## src/rtl/imm_extend_arbiter_pkg.sv

```systemverilog
// rtl/imm_extend_arbiter_pkg.sv - shared extension-mode constants and slot types
package ext_defs;

  localparam int IMM_W  = 16;
  localparam int WORD_W = 32;
  localparam int MODE_W = 2;

  // Extension modes selected per request.
  typedef enum logic [MODE_W-1:0] {
    EXT_SEXT = 2'b00,  // sign-extend
    EXT_ZEXT = 2'b01,  // zero-extend
    EXT_LUI  = 2'b10,  // immediate into upper half
    EXT_BOFS = 2'b11   // sign-extended branch offset, word-aligned (<<2)
  } ext_mode_e;

  // Output slot occupancy.
  typedef enum logic {
    SLOT_EMPTY = 1'b0,
    SLOT_FULL  = 1'b1
  } slot_state_e;

endpackage

```

## src/rtl/imm_extend_core.sv

```systemverilog
// rtl/imm_extend_core.sv - combinational 16->32 immediate extension datapath
module imm_extend_core
  import ext_defs::*;
(
  input  logic [IMM_W-1:0]  data_in,
  input  logic [MODE_W-1:0] mode,
  output logic [WORD_W-1:0] data_out
);

  // Select one of the four extension forms of the immediate.
  always_comb begin
    data_out = '0;
    unique case (ext_mode_e'(mode))
      EXT_SEXT: data_out = {{16{data_in[15]}}, data_in};
      EXT_ZEXT: data_out = {16'h0000, data_in};
      EXT_LUI:  data_out = {data_in, 16'h0000};
      EXT_BOFS: data_out = {{14{data_in[15]}}, data_in, 2'b00};
      default:  data_out = '0;
    endcase
  end

endmodule

```

## src/rtl/imm_extend_arbiter.sv

```systemverilog
// rtl/imm_extend_arbiter.sv - round-robin shared immediate extender with one output slot
module imm_extend_arbiter
  import ext_defs::*;
#(
  parameter int NUM_REQ = 2,
  parameter int ID_W    = 1
) (
  input  logic                        clk,
  input  logic                        rst,
  input  logic [NUM_REQ-1:0]          req_valid,
  output logic [NUM_REQ-1:0]          req_ready,
  input  logic [IMM_W*NUM_REQ-1:0]    req_data,
  input  logic [MODE_W*NUM_REQ-1:0]   req_mode,
  output logic                        rsp_valid,
  input  logic                        rsp_ready,
  output logic [WORD_W-1:0]           rsp_data,
  output logic [ID_W-1:0]             rsp_id
);

  slot_state_e        state_q, state_d;
  logic [ID_W-1:0]    ptr_q, ptr_d;
  logic [WORD_W-1:0]  rsp_data_q, rsp_data_d;
  logic [ID_W-1:0]    rsp_id_q, rsp_id_d;

  logic               grant_valid;
  logic [ID_W-1:0]    grant_idx;
  logic [IMM_W-1:0]   sel_data;
  logic [MODE_W-1:0]  sel_mode;
  logic [WORD_W-1:0]  ext_out;
  logic               can_accept;
  logic               accept;

  // Round-robin pick: first valid at or above ptr, else lowest valid (wrap-around).
  always_comb begin
    grant_valid = 1'b0;
    grant_idx   = '0;
    sel_data    = '0;
    sel_mode    = '0;
    for (int i = 0; i < NUM_REQ; i++) begin
      if (!grant_valid && req_valid[i] && (ID_W'(i) >= ptr_q)) begin
        grant_valid = 1'b1;
        grant_idx   = ID_W'(i);
        sel_data    = req_data[i*IMM_W +: IMM_W];
        sel_mode    = req_mode[i*MODE_W +: MODE_W];
      end
    end
    for (int i = 0; i < NUM_REQ; i++) begin
      if (!grant_valid && req_valid[i]) begin
        grant_valid = 1'b1;
        grant_idx   = ID_W'(i);
        sel_data    = req_data[i*IMM_W +: IMM_W];
        sel_mode    = req_mode[i*MODE_W +: MODE_W];
      end
    end
  end

  imm_extend_core u_core (
    .data_in  (sel_data),
    .mode     (sel_mode),
    .data_out (ext_out)
  );

  // Slot can take a new result when empty or being drained this cycle; nothing while in reset.
  always_comb begin
    can_accept = ((state_q == SLOT_EMPTY) || rsp_ready) && !rst;
    accept     = can_accept && grant_valid;
  end

  // One-hot ready to the granted requester only.
  always_comb begin
    req_ready = '0;
    for (int i = 0; i < NUM_REQ; i++) begin
      req_ready[i] = accept && (grant_idx == ID_W'(i));
    end
  end

  // Slot FSM, result capture and pointer advance.
  always_comb begin
    state_d    = state_q;
    ptr_d      = ptr_q;
    rsp_data_d = rsp_data_q;
    rsp_id_d   = rsp_id_q;
    unique case (state_q)
      SLOT_EMPTY: begin
        if (accept) state_d = SLOT_FULL;
      end
      SLOT_FULL: begin
        if (rsp_ready && !accept) state_d = SLOT_EMPTY;
      end
      default: state_d = SLOT_EMPTY;
    endcase
    if (accept) begin
      rsp_data_d = ext_out;
      rsp_id_d   = grant_idx;
      ptr_d      = (grant_idx == ID_W'(NUM_REQ - 1)) ? '0 : grant_idx + ID_W'(1);
    end
  end

  // State registers with asynchronous reset that discards any pending result.
  always_ff @(posedge clk or posedge rst) begin
    if (rst) begin
      state_q    <= SLOT_EMPTY;
      ptr_q      <= '0;
      rsp_data_q <= '0;
      rsp_id_q   <= '0;
    end else begin
      state_q    <= state_d;
      ptr_q      <= ptr_d;
      rsp_data_q <= rsp_data_d;
      rsp_id_q   <= rsp_id_d;
    end
  end

  assign rsp_valid = (state_q == SLOT_FULL);
  assign rsp_data  = rsp_data_q;
  assign rsp_id    = rsp_id_q;

endmodule
```

## config.mk

```make
export PLATFORM = sky130hd
export DESIGN_NAME = imm_extend_arbiter
export DESIGN_NICKNAME = d
export VERILOG_FILES = /design/src/rtl/imm_extend_arbiter_pkg.sv /design/src/rtl/imm_extend_core.sv /design/src/rtl/imm_extend_arbiter.sv
export SDC_FILE = /design/constraint.sdc
export NUM_CORES = 1
export LEC_CHECK = 0
export ABC_CLOCK_PERIOD_IN_PS = 2550
export BUFFER_PORTS_ARGS = -buffer_cell sky130_fd_sc_hd__buf_2
export CAP_MARGIN = 0
export CORE_ASPECT_RATIO = 0.8
export CORE_MARGIN = 1.5
export CORE_UTILIZATION = 49
export CTS_CLUSTER_SIZE = 28
export DETAILED_ROUTE_END_ITERATION = 16
export GPL_TIMING_DRIVEN = 0
export PLACE_DENSITY = 0.79
export SYNTH_ARGS = -nofsm -noshare
export SYNTH_HDL_FRONTEND = slang
export SYNTH_HIERARCHICAL = 1
export SYNTH_SLANG_ARGS = --single-unit
```

## constraint.sdc

```tcl
create_clock -name clk -period 2.55 [get_ports clk]
set_input_delay 0.1275 -clock clk [delete_from_list [all_inputs] [get_ports clk]]
set_output_delay 0.1275 -clock clk [all_outputs]
set_load 0.01 [all_outputs]
```

==> out/results.ini <==
[sta]
timing.slew.headroom=0.507
fin_tns_setup_ns=0
setup_viol_count_final=0
hold_viol=35
rsz0062_at_grt=no
fmax_mhz=427
period_needed_ns=2.34
hold_ws_ns=-0.0222
maxSlewViolCount=0
min_period_over_period=0.918
tightestPinTransition_ns=0.739
fin_skew_ns=0.00530

[floorplan]
core-area_um2=3900
die-area_um2=4580
initial_core_util=0.525
die_x_um=75.3
rows=20
die_y_um=60.9
io_pins=77

[placed_design]
dp_hpwl_um=3690
numPortBuffers=76
placedInstanceArea_um2=2500
globalplace.congestion=0.808

[detailed_routing]
wl_per_cell_um=16.2
viasPerCell=5.52
drt-initial-drc-count=70
drc=0
dr.pass1.iters=4
ant_nets=0
drt-total-wl_um=4900
vias=1666

[worst_setup_path]
startpoint=ptr_q
worstPathArrival_ns=2.51
crit_chain=inv_1 > a21boi_0 > buf_2 > a22o_1 > buf_6 > buf_12 > mux2i_1 > o21ai_1 > mux2_2
critPathKind=flop to flop
crit_path_end_kind=flop
slowest_stage=dfrtp_1
regToRegEndpoint=rsp_data[23]
reg2reg_from=ptr_q
crit_path_start_kind=flop
crit_path_max_fanout=10
critPathMaxStageDelay_ns=0.36
worst-r2r-cell-count=9
rrSetupSlack_ns=0.21
worstPathRequired_ns=2.71

[yosys]
synth-seq-cells=35
yosysWarnings=6
yosysUniqueCellTypes=26
ys_seq_area_frac=0.427
mappedNetlistArea_um2=2050
syn_inst=164
syn_nets=205
syn_area_per_cell_um2=12.5

[global_routing]
grt_first_pass_wirelength_um=7380
antenna_found_initial=0
grt_max_degree=36
grt_usage=0.220
grt_overflow=0
grt_pass1_vias=1459

[clocking]
clk_path_buf_depth=2
cts_tree=built
postCtsSetupBuffers=0
h-tree-depth=2
cts.sinks=35
clock_latency_ns=0.28
cts_resized=0
cts_made_buffers=5
clk_pin_slew_ns=0.07
ctsHoldBuffers=0
cts_root_buf=clkbuf_8

[status]
status=finished with violations
violations=hold timing

[power]
p_seq_frac=0.408
ir_drop_v=0.000487
p_per_area_nw_per_um2=717
intPower_mw=1.26
p_clk_frac=0.217
swShare=0.323
combPwrFrac=0.375
leakage_nw=1.33
switchingPower_mw=0.599

[finish]
drive_gt1_frac=0.567
fin_area_um2=2590
num_antenna_cells=0
nets=288
areaGrowthSynthToFinish_pct=26.2

[hold_path]
min_path_type=input port to async pin

[flow_run]
drv_cap=0

[metrics by stage]
step / power, mW / hold slack, ns / setup slack [ns] / std cells / util
floorplan: 1.21 / 0.235 / 0.536 / 164 / -
global placement: 1.45 / 0.350 / 0.284 / 295 / 0.640
detailed placement: 1.46 / 0.353 / 0.249 / 295 / 0.640
CTS: 1.86 / 0.0565 / 0.228 / 302 / 0.663
global route: 1.96 / 0.0461 / 0.0110 / 302 / 0.663
finish: 1.85 / -0.0222 / 0.209 / 302 / 0.663
[layer usage]
metal | vias to the layer above | share of wire | GRT usage | wire length [µm]
met2 | 65 | 0.44 | 0.323 | 2130
met1 | 814 | 0.50 | 0.338 | 2450
met3 | 3 | 0.061 | 0.0449 | 297
li1 | 784 | - | - | -
met5 | - | 0 | 0 | 0
met4 | 0 | 0.0039 | 0.0434 | 19
[cells in the final DEF (no fill, tap or decap), drive strengths merged]
cell type	count
mux2	33
o21bai	1
o21ai	16
and2	2
buf	88
and2b	2
clkinv	1
a21boi	3
nand3	2
mux2i	16
inv	5
clkdlybuf4s15	1
a21oi	1
a22o	32
dfrtp	35
nor2b	1
clkbuf	8
[Yosys cell counts]
master	number	area, µm²
a21boi_0	2	15.0
clkdlybuf4s15_2	1	11.3
clkbuf_8	1	13.8
nor2b_1	1	6.26
mux2_2	31	349
buf_2	5	25.0
nand3_4	1	17.5
a22o_1	29	254
dfrtp_1	35	876
o21ai_2	1	8.76
mux2_1	2	22.5
a21oi_4	1	16.3
nand3_1	1	5.00
a21boi_2	1	11.3
buf_12	1	20.0
o21ai_1	6	30.0
o21ai_0	9	45.0
and2_4	1	8.76
and2b_2	2	17.5
a22o_2	3	30.0
clkbuf_4	1	7.51
mux2i_1	16	160
buf_6	6	67.6
and2_1	1	6.26
inv_1	5	18.8
o21bai_1	1	7.51
[registers in the layout, indices dropped and copies added, names as in the netlist]
| register | cells |
|---|---|
| rsp_valid | 1 |
| rsp_data | 32 |
| rsp_id | 1 |
| ptr_q | 1 |
[worst max-delay path, delay by kind of cell (launching register included)]
family | cells | cell delay, ns
buf+inv | 4 | 0.71
compound gates | 3 | 0.69
mux | 2 | 0.46
flops | 1 | 0.36
[worst max path at each step]
stage | end | slack (ns)
5_1_grt | rsp_data[17] | 0.01
3_5_place_dp | rsp_data[23] | 0.25
2_1_floorplan | rsp_data[17] | 0.54
6_report | rsp_data[23] | 0.21
4_1_cts | rsp_data[23] | 0.23
3_3_place_gp | rsp_data[23] | 0.28
[power groups by stage]
stage / clock network, mW / registers, mW / logic (mW)
after floorplan: 0 / 0.832 / 0.377
after global placement: 0 / 0.766 / 0.680
after detailed placement: 0 / 0.768 / 0.693
after CTS: 0.408 / 0.758 / 0.697
after global routing: 0.431 / 0.773 / 0.754
final: 0.402 / 0.756 / 0.696
[logic make-up after synthesis]
| kind of cell | Yosys count | synth area share |
|---|---|---|
| compound gates | 53 | 0.204 |
| buf+inv | 20 | 0.0799 |
| flops | 35 | 0.427 |
| mux | 49 | 0.259 |
| simple gates | 7 | 0.0299 |
[layout make-up]
class | instances | area, µm²
Fill cell | 330 | 1320
Multi-Input combinational cell | 109 | 1010
Sequential cell | 35 | 876
Timing Repair Buffer | 76 | 380
Buffer | 15 | 145
Clock buffer | 6 | 82.6
Tap cell | 55 | 68.8
Inverter | 5 | 18.8
Clock inverter | 1 | 5.00
Note: power is estimated with default switching activity, not from simulation.
